File: src/rtl/key_entry_controller.sv
// Debounced hex keypad entry: builds a 4-digit BCD operand, emits operator tokens on a valid/ready port.
// Action lands at the edge taking the DEBOUNCE_CYCLES-th stable sample; tokens hold until out_ready.
// Auto-repeat of digits/backspace is compiled in with `define KEYENTRY_AUTOREPEAT_EN.
module key_entry_controller #(
  parameter int DEBOUNCE_CYCLES = 16,
  parameter int REPEAT_DELAY    = 64,
  parameter int REPEAT_PERIOD   = 16
) (
  input  logic        clock,
  input  logic        reset,
  input  logic        keypressed,
  input  logic [3:0]  keycode,
  input  logic        out_ready,
  output logic        out_valid,
  output logic [15:0] out_operand,
  output logic [1:0]  out_op,
  output logic [15:0] display_value,
  output logic [2:0]  digit_count,
  output logic        key_strobe,
  output logic        key_dropped
);

  typedef enum logic [1:0] {WAIT_PRESS, DEB_PRESS, HELD, DEB_RELEASE} state_t;

  localparam logic [19:0] DEB_LAST = 20'(DEBOUNCE_CYCLES - 1);

  if (DEBOUNCE_CYCLES < 2 || DEBOUNCE_CYCLES > 1048575) begin : g_bad_debounce
    $error("DEBOUNCE_CYCLES out of range");
  end
  if (REPEAT_DELAY < 1 || REPEAT_PERIOD < 1) begin : g_bad_repeat
    $error("REPEAT_DELAY and REPEAT_PERIOD must be positive");
  end

  state_t      state;
  logic [19:0] deb_cnt;
  logic [3:0]  code;

  logic        handshake;
  logic        accept;
  logic        repeat_fire;
  logic        do_act;

  assign handshake = out_valid && out_ready;
  assign accept    = (state == DEB_PRESS) && keypressed && (keycode == code) && (deb_cnt == DEB_LAST);
  assign do_act    = accept || repeat_fire;

  logic [15:0] act_display;
  logic [2:0]  act_count;
  logic        act_strobe;
  logic        act_dropped;
  logic        act_load;
  logic [1:0]  act_op;

  always_comb begin
    act_display = display_value;
    act_count   = digit_count;
    act_strobe  = 1'b1;
    act_dropped = 1'b0;
    act_load    = 1'b0;
    act_op      = 2'd0;
    if (code <= 4'd9) begin
      if (digit_count < 3'd4) begin
        act_display = {display_value[11:0], code};
        act_count   = digit_count + 3'd1;
      end else begin
        act_strobe  = 1'b0;
        act_dropped = 1'b1;
      end
    end else begin
      case (code)
        4'hC: begin
          act_display = 16'h0000;
          act_count   = 3'd0;
        end
        4'hE: begin
          if (digit_count != 3'd0) begin
            act_display = {4'h0, display_value[15:4]};
            act_count   = digit_count - 3'd1;
          end
        end
        default: begin
          case (code)
            4'hA:    act_op = 2'd0;
            4'hB:    act_op = 2'd1;
            4'hD:    act_op = 2'd2;
            default: act_op = 2'd3;
          endcase
          // A token slot freed by this edge's handshake may be refilled at once.
          if (!out_valid || handshake) begin
            act_load    = 1'b1;
            act_display = 16'h0000;
            act_count   = 3'd0;
          end else begin
            act_strobe  = 1'b0;
            act_dropped = 1'b1;
          end
        end
      endcase
    end
  end

`ifdef KEYENTRY_AUTOREPEAT_EN
  localparam int REP_MAX = (REPEAT_DELAY > REPEAT_PERIOD) ? REPEAT_DELAY : REPEAT_PERIOD;
  localparam int RW      = $clog2(REP_MAX + 1);

  logic [RW-1:0] rep_cnt;
  logic          rep_first;
  logic          repeatable;
  logic [RW-1:0] rep_limit;

  assign repeatable  = (code <= 4'd9) || (code == 4'hE);
  assign rep_limit   = rep_first ? RW'(REPEAT_DELAY - 1) : RW'(REPEAT_PERIOD - 1);
  assign repeat_fire = (state == HELD) && keypressed && repeatable && (rep_cnt == rep_limit);

  // Counts held edges since the last action; frozen while a release is being debounced.
  always_ff @(posedge clock) begin
    if (reset) begin
      rep_cnt   <= '0;
      rep_first <= 1'b1;
    end else if (accept) begin
      rep_cnt   <= '0;
      rep_first <= 1'b1;
    end else if (state == HELD && keypressed) begin
      if (repeat_fire) begin
        rep_cnt   <= '0;
        rep_first <= 1'b0;
      end else begin
        rep_cnt   <= rep_cnt + 1'b1;
      end
    end
  end
`else
  assign repeat_fire = 1'b0;
`endif

  always_ff @(posedge clock) begin
    if (reset) begin
      state         <= WAIT_PRESS;
      deb_cnt       <= 20'd0;
      code          <= 4'd0;
      out_valid     <= 1'b0;
      out_operand   <= 16'h0000;
      out_op        <= 2'd0;
      display_value <= 16'h0000;
      digit_count   <= 3'd0;
      key_strobe    <= 1'b0;
      key_dropped   <= 1'b0;
    end else begin
      key_strobe  <= 1'b0;
      key_dropped <= 1'b0;
      if (handshake) out_valid <= 1'b0;
      if (do_act) begin
        display_value <= act_display;
        digit_count   <= act_count;
        key_strobe    <= act_strobe;
        key_dropped   <= act_dropped;
        if (act_load) begin
          out_valid   <= 1'b1;
          out_operand <= display_value;
          out_op      <= act_op;
        end
      end
      case (state)
        WAIT_PRESS: begin
          if (keypressed) begin
            state   <= DEB_PRESS;
            deb_cnt <= 20'd1;
            code    <= keycode;
          end
        end
        DEB_PRESS: begin
          if (!keypressed) begin
            state   <= WAIT_PRESS;
            deb_cnt <= 20'd0;
          end else if (keycode != code) begin
            code    <= keycode;
            deb_cnt <= 20'd1;
          end else if (deb_cnt == DEB_LAST) begin
            state   <= HELD;
            deb_cnt <= 20'd0;
          end else begin
            deb_cnt <= deb_cnt + 20'd1;
          end
        end
        HELD: begin
          if (!keypressed) begin
            state   <= DEB_RELEASE;
            deb_cnt <= 20'd1;
          end
        end
        DEB_RELEASE: begin
          if (keypressed) begin
            state   <= HELD;
            deb_cnt <= 20'd0;
          end else if (deb_cnt == DEB_LAST) begin
            state   <= WAIT_PRESS;
            deb_cnt <= 20'd0;
          end else begin
            deb_cnt <= deb_cnt + 20'd1;
          end
        end
        default: state <= WAIT_PRESS;
      endcase
    end
  end

endmodule
File: config.mk
export PLATFORM = sky130hd
export DESIGN_NAME = key_entry_controller
export DESIGN_NICKNAME = d
export VERILOG_FILES = /design/src/rtl/key_entry_controller.sv
export SDC_FILE = /design/constraint.sdc
export NUM_CORES = 1
export LEC_CHECK = 0
export CAP_MARGIN = 20
export CORE_UTILIZATION = 40
export DETAILED_ROUTE_END_ITERATION = 12
export PLACE_DENSITY_LB_ADDON = 0.08
export SYNTH_ARGS = -nofsm -noshare
export SYNTH_HDL_FRONTEND = slang
export SYNTH_SLANG_ARGS = --single-unit
File: constraint.sdc
create_clock -name clock -period 2.2 [get_ports clock]
set_clock_uncertainty 0.05 [all_clocks]
set_input_delay 0.44 -clock clock [delete_from_list [all_inputs] [get_ports clock]]
set_output_delay 0.44 -clock clock [all_outputs]
set_load 0.01 [all_outputs]
Yosys cells after proc, flatten, opt, wreduce, memory -nomap -nowiden

Index checks and enable logic that the tools add are counted.

$add $sub $neg: 3
$lt $le $gt $ge: 2
Eq/ne operators: 20
Multiplexer cells: 45
Bitwise gates (word level): 1
Reductions and logical operators: 17

Operator list:

| operator                                                          | number |
|---|---|
| 20-bit 2-to-1 mux                                                 | 6 |
| 20-bit case mux with 4 select lines                               | 1 |
| 16-bit 2-to-1 mux                                                 | 4 |
| 16-bit case mux with 2 select lines                               | 1 |
| 20-bit by 1-bit adder with 20-bit output (second input constant)  | 1 |
| 20-bit by 4-bit == test with 1-bit output (second input constant) | 1 |
| 4-bit == test (second input constant)                             | 5 |
| 2-bit 2-to-1 mux                                                  | 9 |
| 1-bit 2-to-1 mux                                                  | 13 |
| 3-bit 2-to-1 mux                                                  | 4 |
| 4-bit 2-to-1 mux                                                  | 3 |
| 3-bit != test (second input constant)                             | 3 |
| 2-bit case mux with 4 select lines                                | 1 |
| 4-bit case mux with 2 select lines                                | 1 |
| 4-bit AND reduction                                               | 2 |
| 2-bit != test (second input constant)                             | 3 |
| 2-bit case mux with 3 select lines                                | 1 |
| 3-bit case mux with 2 select lines                                | 1 |
| 5-bit AND reduction                                               | 1 |
| 2-bit == test (second input constant)                             | 2 |
| 4-bit == test                                                     | 1 |
| 4-bit <= comparator (second input constant)                       | 1 |
| 1-bit logical AND                                                 | 4 |
| 2-bit by 1-bit != test with 1-bit output (second input constant)  | 2 |
| other kinds (15)                                                  | 17 |

Register bits after elaboration: 66
Input port bits: 8
Output and inout port bits: 40
Word-level logic and storage cells: 98

Depth between registers and ports, before layout

Depth in word-level cells: 7
Mapped depth: 9

Least setup slack after synthesis

No wires, ideal clock.

Kind: register -> register
Start point: register deb_cnt[5]
End point: register out_operand[0]
Data arrival time: 2.124 ns
Slack: -0.096 ns
Cell stages (with the launch flop): 8
Buffers on the path: 2
Period minus slack after synthesis: 2.296 ns
Path through: dfxtp_1 -> buf_6 -> or4_4 -> nor2_8 -> nand2_2 -> or4_4 -> buf_6 -> mux2_4

Word-level cells in the longest chain between the ends: 3

Ends and longest elaborated chain:

| item                                      | line | RTL |
|---|---|---|
| start: declaration                        | 35   | `logic [19:0] deb_cnt;` |
| start signal: assignment                  | 182  | `deb_cnt <= deb_cnt + 20'd1;` |
| start signal: assignment                  | 199  | `deb_cnt <= deb_cnt + 20'd1;` |
| 20-bit by 4-bit == test with 1-bit output | 44   | `assign accept = (state == DEB_PRESS) && keypressed && (keycode == code) && (deb_cnt == DEB_LAST);` |
| 1-bit logical AND                         | 44   |  |
| 2-bit AND reduction (no source line)      | -    |  |
| end signal: assignment                    | 159  | `out_operand <= display_value;` |
| end: declaration                          | 15   | `output logic [15:0] out_operand,` |

Every way passes these cells.
A chain may end at the register's enable or synchronous reset.

Worst setup path after layout

Start point: register deb_cnt[15]
End point: register out_operand[4]

Same word-level chain as after synthesis.

==> flow_metrics.tcl <==
set metrics [dict create \
    status "complete, but fails checks" \
    violations "negative setup slack" \
    p_sw_frac 0.213 \
    antenna_left 0 \
    crit_path_start_kind "flop" \
    synth_top_family_by_area "simple AND/OR/NAND/NOR gates" \
    place_inst 571 \
    crit_buf_inv 0 \
    hold_path_class "in2reg" \
    path_clk_slew_ps 80 \
    whs_path_depth 3 \
    cp_slowest_stage_delay_ps 580 \
    intPower_mw 2.16 \
    area_delta_synth_final_pct 37.6 \
    postSynth.asyncResetShare 0 \
    cts_tree "done" \
    cts_sinks 66 \
    grt_use_total 0.207 \
    cts_root_buffer "clkbuf_8" \
    dp_hpwl_um 6180 \
    setup_viol 3 \
    timing.final.crit_share 1.00 \
    syn_area_sq_um 3400 \
    path_cells "or4_4, nor3_4, nand2_2, or4_4, mux2_4" \
    critical_path_depth 5 \
    ios 48 \
    cp.arrival_ps 2390 \
    numPortBuffers 47 \
    synth-compound-area-share 0.120 \
    synth_simple_gate_area_frac 0.290 \
    drc 0 \
    die_w_um 94.2 \
    die-height_um 94.2 \
    fp-row-count 33 \
    syn-num-nets 402 \
    hold_ws_ps 341 \
    dr.first_iter.drc_count 110 \
    p_per_area_nw_per_um2 587 \
    leakagePower_nw 1.74 \
    final_net_count 494 \
    fp.coreArea_sq_um 8220 \
    cp-end-kind "flop" \
    maxCapViolations 0 \
    fin_cells 592 \
    dieArea_sq_um 8870 \
    routed_via_density 5.23 \
    synth.area.mux_share 0.118 \
    min_from "keycode[0]" \
    grt_pass1_wl_um 14100 \
    syn_inst 390 \
    path_common_cell "or4_4" \
    max_freq_mhz 453 \
    wire_per_inst_um 14.4 \
    wl_met2_um 4140 \
    synth_xor_area_frac 0.0232 \
    htreeDepth 3 \
    ys_seq_elements 66 \
    tns_ps -12.8 \
    gp_congestion 0.792 \
    syn_avg_cell_area_sq_um 8.72 \
    min_period_ps 2210 \
    worst_slack_ps -6.54 \
    rsz0062_at_grt "yes" \
    timing.rr.start "deb_cnt[15]$_SDFFE_PP0P_" \
    ys.flop_type "dfxtp_1" \
    synthAdderAreaFrac 0.0147 \
    critical-path-top-delay-family "simple AND/OR/NAND/NOR gates" \
    vias 3099 \
    grt_pass1_vias 2905 \
    cp.required_ps 2380 \
    antenna_found_initial 0 \
    hold_viol 0 \
    grt_start_max_net_pins 65 \
    synth_edf_count 0 \
    wl_met3_um 240 \
    combPwrFrac 0.048 \
    ys_types 49 \
    critPathMaxFanout 5 \
    dr.max_layer_used "met4" \
    initial_core_util 0.414 \
    reg2reg_depth 5 \
    slew-limit-headroom 0.628 \
    path_class "reg2reg" \
    grt_overflow 0 \
    tightest_slew_ps 558 \
    wirelength_um 8540 \
    yosys_warnings 0 \
    p_sw_uw 584 \
    first_pass_iters 4 \
    vdd_drop_max_mv 0.278 \
    clock_latency_ps 350 \
    slew_viol_final 0 \
    cts_buffers 9 \
    clk_path_buf_depth 2 \
    clkPwrFrac 0.511 \
    crit_path_start "deb_cnt[15]$_SDFFE_PP0P_" \
    ys_seq_area_frac 0.389 \
    drive_above_1_share 0.244 \
    cpMaxStageDelayCell "or4_4" \
    met1_length_um 4010 \
    seqPwrFrac 0.440 \
    antenna_cells 0 \
]
-- synthesized netlist by cell type, types with 3 or more instances --
cell | n | area, sq um
or4_4 | 5 | 56.3
inv_1 | 9 | 33.8
nand2b_1 | 28 | 175
or2_2 | 6 | 37.5
nor2_1 | 18 | 67.6
xor2_1 | 6 | 52.6
nor2b_1 | 17 | 106
a21oi_1 | 10 | 50.1
and2_1 | 4 | 25.0
nand3b_1 | 4 | 30.0
a31oi_1 | 18 | 113
nand4_1 | 5 | 31.3
ha_1 | 4 | 50.1
o21ai_0 | 11 | 55.1
buf_2 | 3 | 15.0
mux2i_1 | 24 | 240
nand2_1 | 42 | 158
nand3_1 | 20 | 100
clkbuf_1 | 19 | 71.3
nor3_1 | 9 | 45.0
nor4_1 | 5 | 31.3
dfxtp_1 | 66 | 1320
a22oi_1 | 11 | 82.6
mux2_2 | 9 | 101
xnor2_1 | 3 | 26.3
mux2_4 | 4 | 60.1
-- cell families (layout without fill, tap and decap cells) --
kind of cell / count (synthesis) / after routing
AO/OA/AOI/OAI: 63 / 63
XOR/XNOR: 9 / 9
adder cells (fa/ha/maj): 4 / 4
buffers and inverters: 35 / 132
flip-flops: 66 / 66
multiplexers: 37 / 37
AND/OR/NAND/NOR: 176 / 176
-- state kept, by name, summed over array words and instances, names as in the netlist, named ones only --
| register | flops |
|---|---|
| deb_cnt | 20 |
| code | 4 |
| state | 1 |
| out_valid | 1 |
| out_op | 2 |
| out_operand | 16 |
| key_dropped | 1 |
| digit_count | 3 |
| display_value | 16 |
| key_strobe | 1 |
-- metal layers --
layer,GRT usage,up-vias
li1,-,1570
met1,0.271,1461
met2,0.339,56
met3,0.0267,12
met4,0.0923,0
met5,0,-
-- worst paths after layout --
| check | to | slack (ps) |
|---|---|---|
| worst max register to register | out_operand[4]$_SDFFE_PP0P_ | -7 |
| worst min-delay path | code[0]$_SDFFE_PP0P_ | 340 |
| worst max-delay path | out_operand[4]$_SDFFE_PP0P_ | -7 |
| worst min register to register | out_operand[8]$_SDFFE_PP0P_ | 420 |
-- cells in the final DEF, fill, tap and decap left out, types with 3 or more instances in the layout --
master           Yosys  routed
inv_1                9       9
mux2i_1             24      24
nand4_1              5       5
nand2_2              1       3
dfxtp_1             66      63
nand3b_1             4       4
or2_2                6       6
mux2_4               4       4
dfxtp_2              0       3
a31oi_1             18      18
or4_4                5       5
clkdlybuf4s50_1      0      43
nor4_1               5       3
clkbuf_8             0      10
mux2_2               9       9
nor3_1               9       9
nand3_1             20      19
nand2_1             42      40
and2_1               4       4
xor2_1               6       6
nor2b_1             17      17
a22oi_1             11      11
nand2b_1            28      28
a21oi_1             10      10
nor2_1              18      18
buf_4                1      57
xnor2_1              3       3
ha_1                 4       3
o21ai_0             11      11
bufinv_16            0       4
-- power by group through the flow --
stage | registers (mW) | logic (mW) | clock network [mW]
2_1_floorplan | 1.23 | 0.0781 | 0
3_3_place_gp | 1.24 | 0.129 | 0
3_5_place_dp | 1.24 | 0.130 | 0
4_1_cts | 1.21 | 0.131 | 1.42
5_1_grt | 1.21 | 0.145 | 1.48
6_report | 1.21 | 0.133 | 1.40
-- tightest hold or removal path, stage by stage --
cell and delay (ps):
dlymetal6s2s_1 140, nand2_1 60, a21oi_1 50
-- layout make-up --
class / count / area (sq um)
fill: 747 / 3540
multi-input combinational: 289 / 1980
sequential: 66 / 1330
timing repair buffer: 107 / 937
clock buffer: 10 / 138
clock inverter: 6 / 138
tap: 105 / 131
inverter: 9 / 33.8
-- metrics by stage --
step           setup WS (ps)   util  power, mW  cell area [sq um]
2_1_floorplan          -7.27      -       1.31               3400
3_3_place_gp            -364  0.526       1.37               4320
3_5_place_dp            -375  0.526       1.37               4320
4_1_cts                -8.42  0.563       2.76               4620
5_1_grt                -67.0  0.570       2.84               4680
6_report               -6.54  0.570       2.75               4680
-- what timing repair did --
action | in CTS | in global routing
hold endpoints to repair | 0 | 0
hold buffers | 0 | 0
resized for setup | 3 | 13
pin swaps | 1 | 7
cloned | 0 | 1
endpoints found under the setup margin | 20 | 38
setup buffers | 3 | 1
Note: power is estimated with default switching activity, not from simulation.
